### src/rtl/dmem_arbiter.sv
// dmem_arbiter: shares the single data-memory port between the CPU MEM stage
// and a debug/loader requester. Each access runs IDLE -> ISSUE -> RESP (or
// IDLE -> RESP for illegal addresses), with a one-cycle registered ack pulse.
// The CPU pipeline is frozen by cpu_stall_o while its request is outstanding.
//
// Optional feature: define DMEM_ARB_RR_EN for round-robin arbitration when
// both requesters are pending in IDLE. Without it, the CPU always wins.
module dmem_arbiter #(
    parameter int AW          = 8,
    parameter int DEPTH_BYTES = 32,
    parameter int TIMEOUT     = 15
) (
    input  logic          clk_i,
    input  logic          rst_i,

    input  logic          cpu_req_i,
    input  logic          cpu_we_i,
    input  logic [AW-1:0] cpu_addr_i,
    input  logic [31:0]   cpu_wdata_i,
    output logic [31:0]   cpu_rdata_o,
    output logic          cpu_ack_o,
    output logic          cpu_err_o,
    output logic          cpu_stall_o,

    input  logic          dbg_req_i,
    input  logic          dbg_we_i,
    input  logic [AW-1:0] dbg_addr_i,
    input  logic [31:0]   dbg_wdata_i,
    output logic [31:0]   dbg_rdata_o,
    output logic          dbg_ack_o,
    output logic          dbg_err_o,

    output logic          mem_req_o,
    output logic          mem_we_o,
    output logic [AW-1:0] mem_addr_o,
    output logic [31:0]   mem_wdata_o,
    input  logic [31:0]   mem_rdata_i,
    input  logic          mem_ack_i,

    output logic [1:0]    grant_o,
    output logic          busy_o
);

    typedef enum logic [1:0] {
        IDLE  = 2'd0,
        ISSUE = 2'd1,
        RESP  = 2'd2
    } state_t;

    localparam logic [1:0]  OWN_NONE  = 2'b00;
    localparam logic [1:0]  OWN_CPU   = 2'b01;
    localparam logic [1:0]  OWN_DBG   = 2'b10;
    // Last ISSUE cycle allowed before giving up; only meaningful when TIMEOUT != 0.
    localparam logic [3:0]  TO_LAST   = 4'(TIMEOUT - 1);
    localparam logic [31:0] DEPTH_LIM = 32'(DEPTH_BYTES);
    localparam bit          TO_EN     = (TIMEOUT != 0);

    // Registered transaction context.
    state_t         state_q, state_d;
    logic [1:0]     owner_q, owner_d;
    logic           we_q, we_d;
    logic [AW-3:0]  waddr_q, waddr_d;    // word index; low two bits are always 0 on the bus
    logic [31:0]    wdata_q, wdata_d;
    logic [3:0]     cnt_q, cnt_d;
    logic           err_q, err_d;
    logic [31:0]    rdata_q, rdata_d;

    // Arbitration result and the selected requester's payload.
    logic           pick_dbg;
    logic           any_req;
    logic           sel_we;
    logic [AW-1:0]  sel_addr;
    logic [31:0]    sel_wdata;
    logic [31:0]    sel_addr_ext;
    logic           sel_bad;

`ifdef DMEM_ARB_RR_EN
    logic           last_dbg_q;          // 1 = debug was granted most recently

    // Remember who won the last grant so a tie goes to the other side next time.
    always_ff @(posedge clk_i) begin
        if (rst_i)
            last_dbg_q <= 1'b1;
        else if (state_q == IDLE && any_req)
            last_dbg_q <= pick_dbg;
    end
`endif

    // Pick a winner among pending requests and mux its payload.
    always_comb begin
        any_req = cpu_req_i | dbg_req_i;
`ifdef DMEM_ARB_RR_EN
        pick_dbg = dbg_req_i & (~cpu_req_i | ~last_dbg_q);
`else
        pick_dbg = dbg_req_i & ~cpu_req_i;
`endif
        sel_we       = pick_dbg ? dbg_we_i    : cpu_we_i;
        sel_addr     = pick_dbg ? dbg_addr_i  : cpu_addr_i;
        sel_wdata    = pick_dbg ? dbg_wdata_i : cpu_wdata_i;
        sel_addr_ext = 32'(sel_addr);
        sel_bad      = (sel_addr[1:0] != 2'b00) || (sel_addr_ext >= DEPTH_LIM);
    end

    // Next-state logic: grant in IDLE, wait for memory in ISSUE, pulse in RESP.
    always_comb begin
        state_d = state_q;
        owner_d = owner_q;
        we_d    = we_q;
        waddr_d = waddr_q;
        wdata_d = wdata_q;
        cnt_d   = cnt_q;
        err_d   = err_q;
        rdata_d = rdata_q;

        unique case (state_q)
            IDLE: begin
                cnt_d = 4'd0;
                if (any_req) begin
                    owner_d = pick_dbg ? OWN_DBG : OWN_CPU;
                    we_d    = sel_we;
                    waddr_d = sel_addr[AW-1:2];
                    wdata_d = sel_wdata;
                    if (sel_bad) begin
                        // Illegal address: answer with an error, never touch memory.
                        state_d = RESP;
                        err_d   = 1'b1;
                        rdata_d = 32'd0;
                    end else begin
                        state_d = ISSUE;
                        err_d   = 1'b0;
                        rdata_d = 32'd0;
                    end
                end
            end

            ISSUE: begin
                if (mem_ack_i) begin
                    state_d = RESP;
                    err_d   = 1'b0;
                    rdata_d = we_q ? 32'd0 : mem_rdata_i;
                    cnt_d   = 4'd0;
                end else if (TO_EN && cnt_q == TO_LAST) begin
                    state_d = RESP;
                    err_d   = 1'b1;
                    rdata_d = 32'd0;
                    cnt_d   = 4'd0;
                end else begin
                    cnt_d = cnt_q + 4'd1;
                end
            end

            RESP: begin
                state_d = IDLE;
                owner_d = OWN_NONE;
                err_d   = 1'b0;
                rdata_d = 32'd0;
            end

            default: begin
                state_d = IDLE;
                owner_d = OWN_NONE;
            end
        endcase
    end

    // State and context registers; reset abandons any transaction without an ack.
    always_ff @(posedge clk_i) begin
        if (rst_i) begin
            state_q <= IDLE;
            owner_q <= OWN_NONE;
            we_q    <= 1'b0;
            waddr_q <= '0;
            wdata_q <= 32'd0;
            cnt_q   <= 4'd0;
            err_q   <= 1'b0;
            rdata_q <= 32'd0;
        end else begin
            state_q <= state_d;
            owner_q <= owner_d;
            we_q    <= we_d;
            waddr_q <= waddr_d;
            wdata_q <= wdata_d;
            cnt_q   <= cnt_d;
            err_q   <= err_d;
            rdata_q <= rdata_d;
        end
    end

    // Outputs decode purely from registers, so the responses are clean pulses.
    always_comb begin
        cpu_ack_o   = (state_q == RESP) && (owner_q == OWN_CPU);
        dbg_ack_o   = (state_q == RESP) && (owner_q == OWN_DBG);
        cpu_err_o   = cpu_ack_o & err_q;
        dbg_err_o   = dbg_ack_o & err_q;
        cpu_rdata_o = cpu_ack_o ? rdata_q : 32'd0;
        dbg_rdata_o = dbg_ack_o ? rdata_q : 32'd0;

        mem_req_o   = (state_q == ISSUE);
        mem_we_o    = mem_req_o & we_q;
        mem_addr_o  = mem_req_o ? {waddr_q, 2'b00} : '0;
        mem_wdata_o = mem_req_o ? wdata_q : 32'd0;

        grant_o     = owner_q;
        busy_o      = (state_q != IDLE);
    end

    // Pipeline freeze: combinational so the CPU releases in the ack cycle itself.
    assign cpu_stall_o = cpu_req_i & ~cpu_ack_o;

    // Only one requester is ever answered at a time.
    a_one_ack: assert property (@(posedge clk_i) disable iff (rst_i)
        !(cpu_ack_o && dbg_ack_o));

    // A memory request always belongs to a granted owner.
    a_req_owned: assert property (@(posedge clk_i) disable iff (rst_i)
        mem_req_o |-> (grant_o == OWN_CPU || grant_o == OWN_DBG));

endmodule

### config.mk
export PLATFORM = sky130hd
export DESIGN_NAME = dmem_arbiter
export DESIGN_NICKNAME = d
export VERILOG_FILES = /design/src/rtl/dmem_arbiter.sv
export SDC_FILE = /design/constraint.sdc
export NUM_CORES = 1
export LEC_CHECK = 0
export ABC_AREA = 0
export CAP_MARGIN = 40
export CORE_ASPECT_RATIO = 0.75
export CORE_UTILIZATION = 45
export DETAILED_ROUTE_END_ITERATION = 12
export DONT_BUFFER_PORTS = 1
export GPL_TIMING_DRIVEN = 0
export PLACE_DENSITY_LB_ADDON = 0.1
export SETUP_SLACK_MARGIN = 0.5
export SYNTH_ARGS = -nofsm -noshare
export SYNTH_HDL_FRONTEND = slang
export SYNTH_SLANG_ARGS = --single-unit
export TNS_END_PERCENT = 5
### constraint.sdc
create_clock -name clk_i -period 5.5 [get_ports clk_i]
set_clock_uncertainty 0.05 [all_clocks]
set_input_delay 1.1 -clock clk_i [delete_from_list [all_inputs] [get_ports clk_i]]
set_output_delay 1.1 -clock clk_i [all_outputs]
set_load 0.02 [all_outputs]
---- Word level (Yosys, flattened, before mapping) ----
Index checks and enable logic that the tools add are counted.
cells by class
  add/subtract/negate cells ............... 1
  order comparisons ....................... 1
  equal/unequal tests ..................... 7
  muxes and demuxes ....................... 28
  bitwise logic cells ..................... 9
  reduce and logical (&&, ||, !) cells .... 12
operators by type and width
  cell                 number
  $mux 32              8
  $pmux 32 s3          1
  $mux 8               2
  $mux 2               6
  $ge 8x6->1 const B   1
  $mux 4               2
  $pmux 2 s2           2
  $pmux 4 s2           1
  $reduce_and 2->1     3
  $reduce_bool 2->1    3
  $and 1x1->1          5
  $mux 1               5
  $add 4x1->4 const B  1
  $eq 2x1->1 const B   2
  $eq 2x2->1 const B   2
  $eq 4x4->1 const B   1
  $ne 3x1->1 const B   1
  $not 1->1            3
  $pmux 1 s3           1
  $reduce_and 3->1     1
  $reduce_bool 3->1    1
  $logic_and 1x1->1    2
  $logic_not 2->1      1
  $ne 2x2->1 const B   1
  other kinds (2)      2
word-level totals
  register bits ........................... 80
  input port bits ......................... 119

---- Logic depth before layout (Yosys ltp) ----
  depth after elaboration ................. 8
  depth in mapped cells ................... 7

---- Worst setup path before layout ----
OpenSTA, ideal clock, no wires.
  path type ............................... reg2out
  from .................................... reg state_q[0]
  to ...................................... out cpu_rdata_o[22]
  arrival time ............................ 1492 ps
  required time ........................... 4350 ps
  slack ................................... 2858 ps
  cell stages (with the launch flop) ...... 7
  cells stage by stage .................... dfxtp_1 inv_1 ha_1 nand2_1 nor2_1 clkbuf_1 and2_1
on the way
  cells in the longest elaborated chain, start to end .. 3
ends and longest elaborated chain
  what                    line  RTL
  start, declared         59    state_t state_q, state_d;
  start signal, assigned  178   state_q <= state_d;
  $eq 2x2->1              191   cpu_ack_o = (state_q == RESP) && (owner_q == OWN_CPU);
  $logic_and 1x1->1       191
  named net cpu_ack_o     21    output logic cpu_ack_o,
  $mux 32                 195   cpu_rdata_o = cpu_ack_o ? rdata_q : 32'd0;
  end, declared           20    output logic [31:0] cpu_rdata_o,
The timed path passes the listed nets, and every way through them passes these cells.

---- Worst setup path after layout ----
  from .................................... reg state_q[0]
  to ...................................... out cpu_rdata_o[27]
Same word-level chain as after synthesis.

==> impl_results.md <==
- Status: completed
- Final setup vio count: 0
- # IOs: roughly 230
- Max Cap Viol: 0
- Clk sinks: 80
- Die Y: between 80 and 90 um
- Synth area leaders: dfxtp_1 (36%), and2_1 (15%), mux2i_1 (9.1%), a211oi_2 (5.4%), nor2_1 (4.3%)
- CTS tree: yes
- Total CTS buffers: 9
- Number of diodes: 0
- Largest net degree at the start of global routing: 13
- Resize count post-CTS: 0
- FP Rows: 30
- CP startpoint: state_q[0]
- Max transition margin: between 50 and 60%
- Die Footprint: 10200 um^2
- Via density: 5.446
- CTS Hold Bufs: 0
- Synth-to-layout area growth: 10.72%
- Gate Count Post-Synth: approximately 500
- CP Data Arrival Time: about 2.3 ns
- Antenna violations before repair: 0
- Final Wtd Congestion: around 0.80
- Core ar.: between 9000 and 10000 um^2
- Vias: ~3500
- Most common cell in the netlist: and2_1
- CP endpoint kind: output port
- Final Core Density: between 50% and 60%
- Hold crit path type: register to register
- DRT Pass-1 Iters: 4
- RSZ-0062 raised after global routing: false
- Post-synth top area cell: dfxtp_1
- Avg Cell Area, Syn: about 8.7 um^2
- R2R setup slack: roughly 3.3 ns
- YS warnings: 0
- Number of instances in the placed design: approximately 630
- Vias in the first global route: 3284
- Post-Syn Area: approximately 4400 um^2
- CP Class: register to output port
- Period utilization: between 60% and 70%
- Hpwl dp: roughly 8500 um
- Synth Flop Type: dfxtp_1
- GRT Total Usage: 21.22%
- FILL cells: 899
- Non-Filler Instances: approximately 650
- Gr ovfl total: 0
- Die Width: approximately 120 um
- Yosys top cell area share: 36.31%
- Worst EP required: ~4.4 ns
- Worst-Margin Slew: 0.6966 ns
- Sequential fraction of the synthesis area: 36.31%
- Total negative slack: 0 ns
- Clock H-tree levels: 3
- Async SR Flop Fraction: 0%
- Routed Wire Length: ~11000 um
- LEAKAGE: approximately 2 nW
- Commonest cells in the netlist: and2_1 (106), dfxtp_1 (80), nor2_1 (51)
- # Post-CTS Setup Buffers: 0
- Crit start category: register
- Iter 0 DRT Violations: 164
- Drt drc: 0
- VDD IR-drop max: 0.1795 mV
- Starting Density: a little under half
- Worst-path clk slew: 0.06 ns
- Register bit count reported by yosys: 80
- Worst r2r src: state_q[1]
- EDFF count, synth: 0
- WL per Instance: roughly 17 um
- First-pass GRT wire length: 16620 um
- Ratio of cells with drive above 1 in the final layout: approximately 13%
- Max frequency: around 300 MHz
- Hold Crit Start: rdata_q[8]
- Hold Vio Cnt, Final: 0
- Post-route ant nets: 0
- Synth cell types: 39
- Clk_lat worst skew: 0.33 ns
- Power per cell area: around 290 nW/um^2
- Net total in the final layout: between 600 and 700
- Post-layout min period: 3.417 ns
- Port bufs: 0
- Max-slew violation count: 0
- CP max FO: 10
- Clk buf depth: 2
- Tot Pwr: between 1 and 1.5 mW
- CTS root buffer: clkbuf_16
## cell usage in the layout (no fill, tap or decap), types with 2 or more instances in the layout
master and count:
a21oi_1 32, a211oi_1 20, mux2_2 2, clkinv_2 2, clkbuf_16 9, o21ai_0 7
a311oi_1 2, mux2i_1 40, clkbuf_1 21, nor3b_1 2, buf_4 4, nor2_1 51
a21oi_2 4, ha_1 6, nand2_1 6, clkbuf_2 2, and2_1 106, buf_6 9
nand2b_1 29, buf_2 5, dfxtp_1 80, conb_1 2, inv_1 6, nand3_1 35
a211oi_2 19, bufinv_16 2
## metrics by stage
stage	cell area, um^2	hold WS (ns)	setup slack [ns]
after global routing	4883	0.4501	1.839
after floorplan	4414	0.3989	2.858
after global placement	4574	0.4102	2.443
after detailed placement	4574	0.4199	2.404
after CTS	4883	0.4291	2.037
final	4883	0.4239	2.083
## state kept, by name, indices dropped and copies added, names as in the netlist
signal,count
cnt_q,4
state_q,2
we_q,1
grant_o,2
waddr_q,6
rdata_q,32
wdata_q,32
err_q,1
## report_power, final
| group | total, mW | internal, mW | switching [mW] | leakage, nW |
|---|---|---|---|---|
| clock | 0.628 | 0.403 | 0.225 | 0.154 |
| sequential | 0.634 | 0.615 | 0.0184 | 0.656 |
| combinational | 0.177 | 0.0703 | 0.107 | 1.16 |
| total | 1.44 | 1.09 | 0.350 | 1.97 |
## layer usage
layer	track usage, %	vias up	wire length (um)
met1	27.22	1640	5070
met5	0	-	0
li1	-	1735	-
met4	6.527	0	145
met3	6.090	11	770
met2	34.53	143	5248
## path summary, 6_finish.rpt
kind | to | depth (start not counted)
min | rdata_q[8] | 2
max | cpu_rdata_o[27] | 6
max reg2reg | rdata_q[1] | 7
min reg2reg | rdata_q[8] | 2
## worst max-delay path, stage by stage, from the launching register on
cell	delay, ns
dfxtp_1	0.33
inv_1	0.08
ha_1	0.18
nand2_1	0.06
nor2_1	0.46
clkbuf_1	0.49
and2_1	0.33
## cell families (layout without fill, tap and decap cells)
logic type	count (synthesis)	after routing	synth area share, %
flip-flops	80	80	36.31
AO/OA/AOI/OAI	91	91	16.03
adder cells (fa/ha/maj)	6	6	1.702
multiplexers	42	42	9.589
AND/OR/NAND/NOR	236	236	29.79
other	1	2	0.08502
buffers and inverters	49	63	6.496
## cell type report
class | count | area (um^2) | area share, %
clock buffers | 10 | 239.0 | 4.894
multi-input cells | 377 | 2526 | 51.73
plain buffers | 43 | 264.0 | 5.406
well taps | 128 | 160.2 | 3.280
inverters | 6 | 22.52 | 0.4612
flip-flops and latches | 80 | 1602 | 32.80
clock inverters | 4 | 70.07 | 1.435
Note: power is estimated with default switching activity, not from simulation.
